===== src/rtl/source_pkg.sv =====
// Shared types and constants for the multi-channel traffic source.
package source_pkg;

   typedef enum logic [1:0] {
      INCR  = 2'b00,
      LFSR  = 2'b01,
      CONST = 2'b10
   } mode_e;

   typedef enum logic [1:0] {
      DELAY   = 2'b00,
      PENDING = 2'b01,
      DONE    = 2'b10
   } ch_state_e;

   localparam logic [7:0] LFSR_TAPS_DEFAULT = 8'hB8;

endpackage


===== src/rtl/valid_ready.sv =====
// Valid/ready handshake bundle: a beat moves when valid and ready are both high on a clock edge.
interface valid_ready #(
   parameter int DATA_WIDTH = 8
);
   logic                  valid;
   logic                  ready;
   logic [DATA_WIDTH-1:0] data;

   modport Master (output valid, output data, input ready);
   modport Slave  (input valid, input data, output ready);
endinterface


===== src/rtl/source_channel.sv =====
// One traffic channel: inter-beat delay counter, payload generator and beat limiter.
module source_channel
   import source_pkg::*;
#(
   parameter int                    DATA_WIDTH = 8,
   parameter int                    DELAY_BITS = 3,
   parameter int                    BEAT_BITS  = 8,
   parameter logic [DATA_WIDTH-1:0] LFSR_TAPS  = DATA_WIDTH'(LFSR_TAPS_DEFAULT)
) (
   input  logic                  clk,
   input  logic                  reset,
   input  logic                  enable,
   input  logic                  restart,
   input  logic [1:0]            mode,
   input  logic [DELAY_BITS-1:0] delay,
   input  logic [DATA_WIDTH-1:0] seed,
   input  logic [BEAT_BITS-1:0]  beat_limit,
   input  logic                  grant,
   output logic                  request,
   output logic [DATA_WIDTH-1:0] data,
   output logic                  done
);

   ch_state_e             state;
   logic [DELAY_BITS-1:0] count;
   logic [BEAT_BITS-1:0]  beats;
   logic [BEAT_BITS-1:0]  beats_next;
   logic [DATA_WIDTH-1:0] payload;
   logic [DATA_WIDTH-1:0] base_payload;
   logic [DATA_WIDTH-1:0] next_payload;
   logic                  need_load;
   logic                  delay_expired;

   // Starting payload for a mode: INCR counts up from 0, LFSR may never hold 0, CONST is the seed.
   function automatic logic [DATA_WIDTH-1:0] init_value(input logic [1:0]            m,
                                                        input logic [DATA_WIDTH-1:0] s);
      case (m)
         LFSR:    return (s == '0) ? DATA_WIDTH'(1) : s;
         CONST:   return s;
         default: return '0;
      endcase
   endfunction

   // Next payload in the sequence; the reserved mode code behaves as INCR.
   function automatic logic [DATA_WIDTH-1:0] advance(input logic [1:0]            m,
                                                     input logic [DATA_WIDTH-1:0] v,
                                                     input logic [DATA_WIDTH-1:0] s);
      case (m)
         LFSR:    return v[0] ? ((v >> 1) ^ LFSR_TAPS) : (v >> 1);
         CONST:   return s;
         default: return v + DATA_WIDTH'(1);
      endcase
   endfunction

   // Seeds cannot be loaded by the asynchronous reset, so the first advance after reset starts from the seed-derived value.
   always_comb begin
      base_payload  = need_load ? init_value(mode, seed) : payload;
      next_payload  = advance(mode, base_payload, seed);
      beats_next    = beats + BEAT_BITS'(1);
      delay_expired = (delay == '0) || (count >= delay - DELAY_BITS'(1));
   end

   assign request = (state == PENDING);
   assign data    = payload;

   // Channel FSM: wait out the delay, offer one beat, count it and stop once the limit is reached.
   always_ff @(posedge clk or negedge reset) begin
      if (!reset) begin
         state     <= DELAY;
         count     <= '0;
         beats     <= '0;
         payload   <= '0;
         need_load <= 1'b1;
         done      <= 1'b0;
      end else if (restart) begin
         state     <= DELAY;
         count     <= '0;
         beats     <= '0;
         payload   <= init_value(mode, seed);
         need_load <= 1'b0;
         done      <= 1'b0;
      end else begin
         case (state)
            DELAY: begin
               if (enable) begin
                  if (delay_expired) begin
                     payload   <= next_payload;
                     need_load <= 1'b0;
                     count     <= '0;
                     state     <= PENDING;
                  end else begin
                     count <= count + DELAY_BITS'(1);
                  end
               end
            end
            PENDING: begin
               if (grant) begin
                  beats <= beats_next;
                  count <= '0;
                  if ((beat_limit != '0) && (beats_next == beat_limit)) begin
                     state <= DONE;
                     done  <= 1'b1;
                  end else if ((delay == '0) && enable) begin
                     payload <= next_payload;
                  end else begin
                     state <= DELAY;
                  end
               end
            end
            DONE: begin
               done <= 1'b1;
            end
            default: begin
               state <= DELAY;
            end
         endcase
      end
   end

endmodule


===== src/rtl/source_multi.sv =====
// Multi-channel traffic source: NUM_CH channels round-robin arbitrated onto one valid/ready bus.
module source_multi
   import source_pkg::*;
#(
   parameter int                    DATA_WIDTH = 8,
   parameter int                    DELAY_BITS = 3,
   parameter int                    NUM_CH     = 4,
   parameter int                    CH_BITS    = (NUM_CH > 1) ? $clog2(NUM_CH) : 1,
   parameter int                    BEAT_BITS  = 8,
   parameter logic [DATA_WIDTH-1:0] LFSR_TAPS  = DATA_WIDTH'(LFSR_TAPS_DEFAULT)
) (
   input  logic                         clk,
   input  logic                         reset,
   input  logic                         enable,
   input  logic [2*NUM_CH-1:0]          mode,
   input  logic [DELAY_BITS*NUM_CH-1:0] delay,
   input  logic [DATA_WIDTH*NUM_CH-1:0] seed,
   input  logic [BEAT_BITS*NUM_CH-1:0]  beat_limit,
   input  logic                         restart,
   valid_ready.Master                   vrBus,
   output logic [CH_BITS-1:0]           ch_id,
   output logic [NUM_CH-1:0]            done
);

   logic [NUM_CH-1:0]     req;
   logic [NUM_CH-1:0]     grant;
   logic [DATA_WIDTH-1:0] ch_data [NUM_CH];
   logic                  load_en;
   logic                  found;
   logic [CH_BITS-1:0]    grant_idx;
   logic [CH_BITS-1:0]    last_grant;
   logic [DATA_WIDTH-1:0] sel_data;
   logic                  out_valid;
   logic [DATA_WIDTH-1:0] out_data;
   logic [CH_BITS-1:0]    out_ch;

   for (genvar g = 0; g < NUM_CH; g++) begin : g_ch
      source_channel #(
         .DATA_WIDTH (DATA_WIDTH),
         .DELAY_BITS (DELAY_BITS),
         .BEAT_BITS  (BEAT_BITS),
         .LFSR_TAPS  (LFSR_TAPS)
      ) u_channel (
         .clk        (clk),
         .reset      (reset),
         .enable     (enable),
         .restart    (restart),
         .mode       (mode[2*g +: 2]),
         .delay      (delay[DELAY_BITS*g +: DELAY_BITS]),
         .seed       (seed[DATA_WIDTH*g +: DATA_WIDTH]),
         .beat_limit (beat_limit[BEAT_BITS*g +: BEAT_BITS]),
         .grant      (grant[g]),
         .request    (req[g]),
         .data       (ch_data[g]),
         .done       (done[g])
      );
   end

   // The slice can take a new beat when it is empty or its current beat is leaving this cycle.
   assign load_en = !out_valid || vrBus.ready;

   // Round robin: lowest requester above last_grant wins, otherwise wrap to the lowest requester overall.
   always_comb begin
      found     = 1'b0;
      grant_idx = '0;
      sel_data  = '0;
      for (int i = NUM_CH - 1; i >= 0; i--) begin
         if (req[i] && (CH_BITS'(i) <= last_grant)) begin
            found     = 1'b1;
            grant_idx = CH_BITS'(i);
            sel_data  = ch_data[i];
         end
      end
      for (int i = NUM_CH - 1; i >= 0; i--) begin
         if (req[i] && (CH_BITS'(i) > last_grant)) begin
            found     = 1'b1;
            grant_idx = CH_BITS'(i);
            sel_data  = ch_data[i];
         end
      end
   end

   // A grant is only issued when the slice actually loads, so a granted beat is never lost.
   always_comb begin
      grant = '0;
      for (int i = 0; i < NUM_CH; i++) begin
         grant[i] = load_en && found && (grant_idx == CH_BITS'(i));
      end
   end

   // Output register slice: holds data and ch_id stable while the sink stalls.
   always_ff @(posedge clk or negedge reset) begin
      if (!reset) begin
         out_valid  <= 1'b0;
         out_data   <= '0;
         out_ch     <= '0;
         last_grant <= CH_BITS'(NUM_CH - 1);
      end else if (load_en) begin
         out_valid <= found;
         if (found) begin
            out_data   <= sel_data;
            out_ch     <= grant_idx;
            last_grant <= grant_idx;
         end
      end
   end

   assign vrBus.valid = out_valid;
   assign vrBus.data  = out_data;
   assign ch_id       = out_ch;

endmodule


===== src/flat_wrapper.sv =====
// flat-port wrapper written by rule: the top's interface ports become plain ports
module source_multi_flat import source_pkg::*;
#(
   parameter int                    DATA_WIDTH = 8,
   parameter int                    DELAY_BITS = 3,
   parameter int                    NUM_CH     = 4,
   parameter int                    CH_BITS    = (NUM_CH > 1) ? $clog2(NUM_CH) : 1,
   parameter int                    BEAT_BITS  = 8,
   parameter logic [DATA_WIDTH-1:0] LFSR_TAPS  = DATA_WIDTH'(LFSR_TAPS_DEFAULT)
)
  (clk, reset, enable, mode, delay, seed, beat_limit, restart, ch_id, done, vrBus_valid, vrBus_data, vrBus_ready);
  valid_ready #(.DATA_WIDTH(DATA_WIDTH)) vrBus_i ();
  input  logic clk;
  input  logic reset;
  input  logic enable;
  input  logic [2*NUM_CH-1:0] mode;
  input  logic [DELAY_BITS*NUM_CH-1:0] delay;
  input  logic [DATA_WIDTH*NUM_CH-1:0] seed;
  input  logic [BEAT_BITS*NUM_CH-1:0] beat_limit;
  input  logic restart;
  output logic [CH_BITS-1:0] ch_id;
  output logic [NUM_CH-1:0] done;
  output wire logic [$bits(vrBus_i.valid)-1:0] vrBus_valid;
  output wire logic [$bits(vrBus_i.data)-1:0] vrBus_data;
  input wire logic [$bits(vrBus_i.ready)-1:0] vrBus_ready;
  assign vrBus_valid = vrBus_i.valid;
  assign vrBus_data = vrBus_i.data;
  assign vrBus_i.ready = vrBus_ready;
  source_multi #(.DATA_WIDTH(DATA_WIDTH), .DELAY_BITS(DELAY_BITS), .NUM_CH(NUM_CH), .CH_BITS(CH_BITS), .BEAT_BITS(BEAT_BITS), .LFSR_TAPS(LFSR_TAPS)) u_core (.clk(clk), .reset(reset), .enable(enable), .mode(mode), .delay(delay), .seed(seed), .beat_limit(beat_limit), .restart(restart), .vrBus(vrBus_i), .ch_id(ch_id), .done(done));
endmodule

===== config.mk =====
export PLATFORM = sky130hd
export DESIGN_NAME = source_multi_flat
export DESIGN_NICKNAME = d
export VERILOG_FILES = /design/src/rtl/source_pkg.sv /design/src/rtl/valid_ready.sv /design/src/rtl/source_channel.sv /design/src/rtl/source_multi.sv /design/src/flat_wrapper.sv
export SDC_FILE = /design/constraint.sdc
export NUM_CORES = 1
export LEC_CHECK = 0
export CAP_MARGIN = 20
export CORE_MARGIN = 5
export CORE_UTILIZATION = 52
export DETAILED_ROUTE_END_ITERATION = 7
export HOLD_SLACK_MARGIN = 0.03
export PLACE_DENSITY = 0.77
export SYNTH_ARGS = -nofsm -noshare
export SYNTH_HDL_FRONTEND = slang
export SYNTH_SLANG_ARGS = --single-unit

===== constraint.sdc =====
create_clock -name clk -period 2.7 [get_ports clk]
set_clock_uncertainty 0.2 [all_clocks]
set_input_delay 0.675 -clock clk [delete_from_list [all_inputs] [get_ports clk]]
set_output_delay 0.675 -clock clk [all_outputs]
set_load 0.01 [all_outputs]

### After elaboration in Yosys (flattened, before gate mapping)

Index checks and enable logic that the tools add are counted.

| word-level totals | value |
|---|---|
| input bits | 89 |
| logic and storage cells | 373 |
| output and inout port bits | 15 |
| register bits | 105 |

| operators by class | value |
|---|---|
| magnitude comparators | 12 |
| $add $sub $neg | 16 |
| reduce and logical (&&, ||, !) cells | 94 |
| equal/unequal tests | 55 |
| bitwise operators | 4 |
| multiplexer cells | 164 |

Operators with widths:

| cell | number |
|---|---|
| two-way mux 8 bit | 56 |
| one-hot mux 8 bit (2 select lines) | 12 |
| adder 8 x 1 -> 8 bit, second input constant | 8 |
| two-way mux 2 bit | 32 |
| two-way mux 3 bit | 16 |
| != test 3 bit, second input constant | 16 |
| two-way mux 1 bit | 36 |
| AND reduction 3 bit | 12 |
| nonzero test 2 bit | 17 |
| == test 8 bit | 4 |
| zero test 8 bit | 4 |
| nonzero test 8 bit | 4 |
| != test 3 x 2 -> 1 bit, second input constant | 8 |
| one-hot mux 2 bit (3 select lines) | 4 |
| one-hot mux 3 bit (2 select lines) | 4 |
| AND reduction 6 bit | 4 |
| nonzero test 3 bit | 8 |
| logical AND 1 bit | 21 |
| == test 2 bit, second input constant | 10 |
| AND reduction 5 bit | 4 |
| == test 2 x 1 -> 1 bit, second input constant | 9 |
| != test 4 bit, second input constant | 4 |
| inverter 3 -> 4 bit | 4 |
| adder 3 x 1 -> 3 bit, second input constant | 4 |
| other kinds (13) | 44 |

### Longest topological paths before layout

| logic depth | value |
|---|---|
| depth after elaboration | 15 |
| gate-level depth with buffers | 13 |
| depth with buffers taken out | 12 |

### Cells and area by module

Synthesis repeated with hierarchy kept, for this count alone.

| second synthesis, totals | value |
|---|---|
| cells, all modules | 1100 |
| area, all modules | 9519.1 um2 |

By module, submodules not included:

| module | area each (um2) | seq. area each (um2) | cells an instance | times used |
|---|---|---|---|---|
| source_channel (u_core.g_ch[0].u_channel ...) | 1990.7 | 576.8 | 227 | 2 |
| source_channel (u_core.g_ch[1].u_channel) | 2087.0 | 576.8 | 248 | 1 |
| source_channel (u_core.g_ch[3].u_channel) | 2085.8 | 576.8 | 242 | 1 |
| source_multi | 1365.1 | 327.8 | 156 | 1 |

### Worst setup path before layout

OpenSTA, ideal clock, no wires.

| path | value |
|---|---|
| kind | in2reg |
| from | input port mode[4] |
| to | register u_core.g_ch[2].u_channel.payload[4] |
| slack | -656 ps |
| path buffers | 0 |
| data required time | 2375 ps |
| library setup time | 125 ps |
| stages on the path | 12 |
| arrival | 3032 ps |
| cell sequence | inv_1 -> ha_1 -> nand2b_1 -> or4_1 -> nand2_1 -> ha_1 -> inv_1 -> nor3b_1 -> xnor2_1 -> and2_1 -> a2bb2oi_1 -> mux2_2 |

| between the ends | value |
|---|---|
| cells in the longest elaborated chain, start to end | 11 |
| elaborated cells on any way between the ends | 15 |
| classes of those cells | 1 x add/sub; 2 x eq/ne; 11 x mux; 1 x bitwise |

RTL lines:

| what | RTL line | text |
|---|---|---|
| start: declaration | flat_wrapper.sv:16 | `input logic [2*NUM_CH-1:0] mode;` |
| parallel branches: the longest is 10 deep, another holds adder 8 x 1 -> 8 bit | - |  |
| two-way mux 8 bit * | source_channel.sv:75 | `end else if (restart) begin` |
| end signal: assignment | source_channel.sv:79 | `payload <= init_value(mode, seed);` |
| end signal: assignment | source_channel.sv:87 | `payload <= next_payload;` |
| end signal: assignment | source_channel.sv:104 | `payload <= next_payload;` |
| end: declaration | source_channel.sv:28 | `logic [DATA_WIDTH-1:0] payload;` |

Every way passes the cells marked *. The select of a mux whose other input is x is not followed.
A chain may end at the register's enable or synchronous reset.

### Worst setup path after layout

| path | value |
|---|---|
| from | register u_core.g_ch[2].u_channel.need_load |
| to | register u_core.g_ch[2].u_channel.payload[4] |

| between the ends | value |
|---|---|
| cells in the longest elaborated chain, start to end | 9 |
| elaborated cells on any way between the ends | 12 |
| classes of those cells | 1 x add/sub; 10 x mux; 1 x bitwise |

RTL lines:

| what | RTL line | text |
|---|---|---|
| start: declaration | source_channel.sv:31 | `logic need_load;` |
| start signal: assignment | source_channel.sv:73 | `need_load <= 1'b1;` |
| start signal: assignment | source_channel.sv:80 | `need_load <= 1'b0;` |
| start signal: assignment | source_channel.sv:88 | `need_load <= 1'b0;` |
| two-way mux 8 bit * | source_channel.sv:57 | `base_payload = need_load ? init_value(mode, seed) : payload;` |
| parallel branches: the longest is 2 deep, another holds adder 8 x 1 -> 8 bit | - |  |
| one-hot mux 8 bit (2 select lines) * | source_channel.sv:48 | `case (m)` |
| two-way mux 8 bit | source_channel.sv:103 | `end else if ((delay == '0) && enable) begin` |
| two-way mux 8 bit | source_channel.sv:100 | `if ((beat_limit != '0) && (beats_next == beat_limit)) begin` |
| two-way mux 8 bit | source_channel.sv:97 | `if (grant) begin` |
| one-hot mux 8 bit (2 select lines) * | source_channel.sv:83 | `case (state)` |
| two-way mux 8 bit * | source_channel.sv:75 |  |

Marks and branches as above.

==> flow_summary_export.csv <==
group,metric,value,unit
run_status,status,"complete, but fails checks",
run_status,failed_checks,"setup timing",
route,drt_iter0_markers,803,
floorplanning,rows,48,
yosys,netlist_top_cells_area,"dfrtp_1 28%, ha_1 5.6%, xnor2_1 4.7%",
worst_setup_path,cp_slowest_stage_delay,0.57,ns
power_and_ir_drop,p_per_area,576,nW/µm²
power_and_ir_drop,clockPowerShare,17.2,%
yosys,ys_seq_elements,105,
cts,cts_tree,"yes",
grt,grt_max_degree,50,
final_layout,final_cell_mix,"229 x buf_4, 103 x nand2_1, 99 x dfrtp_1",
timing,hold_slack,0.326,ns
timing,hold_viol,0,
power_and_ir_drop,p_int,4.58,mW
worst_setup_path,critPathMaxFanout,2,
yosys,synthFlopType,"dfrtp_1",
timing,relSlewSlack,53.8,%
yosys,ys_warn_count,0,
cts,cts_max_path_buffers,2,
yosys,yosys.area.top_type,"dfrtp_1",
timing,setup_ws,-0.145,ns
route,drt_pass1_iterations,5,
yosys,synthMuxAreaShare,4.20,%
final_layout,final_util,76.6,%
grt,antenna_found_initial,0,
power_and_ir_drop,pwr-share-seq,30.2,%
yosys,synth-compound-area-share,23.5,%
yosys,yosys.area_share.simple,23.9,%
power_and_ir_drop,comb_power_share,52.6,%
timing,final-setup-viol-count,4,
worst_hold_path,hold_class,"flop to flop",
cts,clk_latency,0.36,ns
cts,cts_sinks,105,
placed_design,io_buffers,103,
worst_setup_path,worst_setup_path_end_kind,"flop",
grt,grt_usage,27.5,%
yosys,synth-xor-area-share,8.41,%
power_and_ir_drop,max-vdd-ir-drop,503,µV
yosys,synth_edf_count,0,
timing,timing.fmax,352,MHz
timing,rsz0062_at_grt,"true",
final_layout,final_common_cell,"buf_4",
power_and_ir_drop,switching_share,39.4,%
placed_design,place_area,12000,µm²
floorplanning,die_area,20000,µm²
route,drc,0,
yosys,seq_area_frac_synth,29.4,%
route,wl_per_cell,17.6,µm
power_and_ir_drop,p_total,7.55,mW
yosys,synth_top_family_by_area,"simple AND/OR/NAND/NOR gates",
cts,cts_max_level,3,
run,maxCapViolCount,0,
route,ant_nets,0,
floorplanning,initial_core_util,52.3,%
final_layout,final_area,13100,µm²
worst_setup_path,worstSetupPathType,"flop to flop",
timing,period_share,105,%
final_layout,insertedDiodeCount,0,
worst_setup_path,crit_chain,"or3b_4, or4_4, nand2_4, ha_4, inv_4, nor3b_2, xnor2_1, and2_1, a2bb2oi_1, mux2_4",
placed_design,place.gp.congestion,0.930,
worst_setup_path,slowest_stage,"or4_4",
final_layout,final_nets,1530,
power_and_ir_drop,power.switching,2.97,mW
floorplanning,die_w,141,µm
yosys,synth_cells,1105,
worst_setup_path,crit_family,"simple AND/OR/NAND/NOR gates",
yosys,synthAdderAreaFrac,5.59,%
yosys,yosys.area.top_type_share,27.6,%
route,num_vias,9685,
timing,tightest_slew,0.690,ns
final_layout,area_growth,46.3,%
grt,grt-ovfl-total,0,
power_and_ir_drop,p_leak,5.72,nW
floorplanning,coreArea,17100,µm²
final_layout,drive_gt1_share,30.0,%
worst_setup_path,worstPathArrival,2.90,ns
worst_setup_path,worst-path-buf-inv,1,
grt,grt_pass1_wl,45.7,mm
yosys,synthesis.nets,1234,
yosys,ys_types,78,
placed_design,dp_hpwl,20.2,mm
yosys,netlist_area,8960,µm²
timing,post-route-min-period,2.84,ns
yosys,syn_avg_cell_area,8.11,µm²
grt,grt_pass1_vias,9563,
worst_setup_path,rrSetupSlack,-0.14,ns
floorplanning,ioPinCount,104,
cts,root_buffer,"clkbuf_16",
floorplanning,die_height,141,µm
final_layout,fillers,1204,
worst_setup_path,start_kind,"flop",
yosys,ys_async_sr_fraction,100,%
route,viasPerCell,5.94,
timing,finalSetupTns,-0.200,ns
worst_setup_path,critical_path_required,2.75,ns
cts,cts_buffers,9,
cts,path_clk_slew,0.07,ns
timing,slew_violations,0,
route,wl,28.7,mm
-- layer usage --
layer / wire length, µm / GRT usage (%) / vias up
met1: 12000 / 35.8 / 4640
met2: 14300 / 47.1 / 369
met4: 763 / 10.1 / 0
met3: 1580 / 3.24 / 58
met5: 0 / 0 / -
li1: - / - / 4618
-- cell usage after synthesis (all sizes together), types with 5 or more instances --
cell type and n:
a22o 5, buf 12, nor2b 36, or3 12
xor2 38, ha 40, and3 14, nor2 79
o211ai 8, inv 53, mux2i 14, o22ai 9
nand3b 6, a21oi 72, o21a 5, o21ai 65
nand2 106, a21o 14, and2 8, a221oi 17
dfrtp 99, a22oi 10, dfstp 6, a211o 5
nor4 16, nand4 11, clkbuf 48, xnor2 48
a211oi 8, o31ai 5, mux2 21, nand3 52
o311ai 5, nand4b 5, nand2b 28, a221o 5
nor3 24, nor3b 6, a31oi 28
-- flip-flops by register name, summed over array words and instances, names as in the netlist --
register                         cells
u_core.ch_id                         2
u_core.g_ch.u_channel.beats         32
u_core.g_ch.u_channel.count         12
u_core.g_ch.u_channel.data          32
u_core.g_ch.u_channel.done           4
u_core.g_ch.u_channel.need_load      4
u_core.g_ch.u_channel.state          8
u_core.last_grant                    2
u_core.vrBus.data                    8
u_core.vrBus.valid                   1
-- per-stage QoR --
stage / std cells / setup slack, ns
2_1_floorplan: 1105 / -0.416
3_5_place_dp: 1587 / -1.03
5_1_grt: 1631 / -0.188
3_3_place_gp: 1587 / -0.862
6_report: 1631 / -0.145
4_1_cts: 1620 / -0.132
-- power groups by stage --
stage,Clock [mW],Sequential (mW),Combinational (mW)
6_report,1.30,2.28,3.97
5_1_grt,1.36,2.30,4.31
4_1_cts,1.30,2.25,3.76
3_5_place_dp,0,2.27,3.57
3_3_place_gp,0,2.26,3.47
2_1_floorplan,0,2.18,2.15
-- worst paths after layout --
check                                                    from                                 to  depth (start not counted)
min                         u_core.g_ch[2].u_channel.count[0]  u_core.g_ch[2].u_channel.count[0]                          1
min reg2reg                 u_core.g_ch[2].u_channel.count[0]  u_core.g_ch[2].u_channel.count[0]                          1
max                        u_core.g_ch[2].u_channel.need_load   u_core.g_ch[2].u_channel.data[4]                         10
max reg2reg                u_core.g_ch[2].u_channel.need_load   u_core.g_ch[2].u_channel.data[4]                         10
max in group asynchronous                               reset               u_core.last_grant[1]                          3
min in group asynchronous                               reset  u_core.g_ch[3].u_channel.beats[7]                          2
-- layout make-up --
cell class	count	area (µm²)	area share (%)
Clock buffer	12	256	1.96
Clock inverter	4	26.3	0.200
Sequential cell	105	2640	20.1
Multi-Input combinational cell	887	6760	51.5
Tap cell	225	282	2.15
Inverter	54	238	1.81
Timing Repair Buffer	344	2910	22.2
-- cells by family after synthesis --
| group | after synthesis |
|---|---|
| AND/OR/NAND/NOR | 419 |
| AO/OA/AOI/OAI | 306 |
| buffers and inverters | 114 |
| flip-flops | 105 |
| XOR/XNOR | 86 |
| adder cells (fa/ha/maj) | 40 |
| multiplexers | 35 |
-- what timing repair did --
| action | CTS | global route |
|---|---|---|
| pin swaps | 43 | 53 |
| gates resized for setup | 100 | 91 |
| endpoints found under the setup margin | 42 | 41 |
| gates cloned | 1 | 0 |
| setup buffers | 16 | 11 |
| hold endpoints to repair | 15 | 0 |
| hold buffers | 1 | 0 |
No activity file was read; power rests on OpenSTA's default activity.
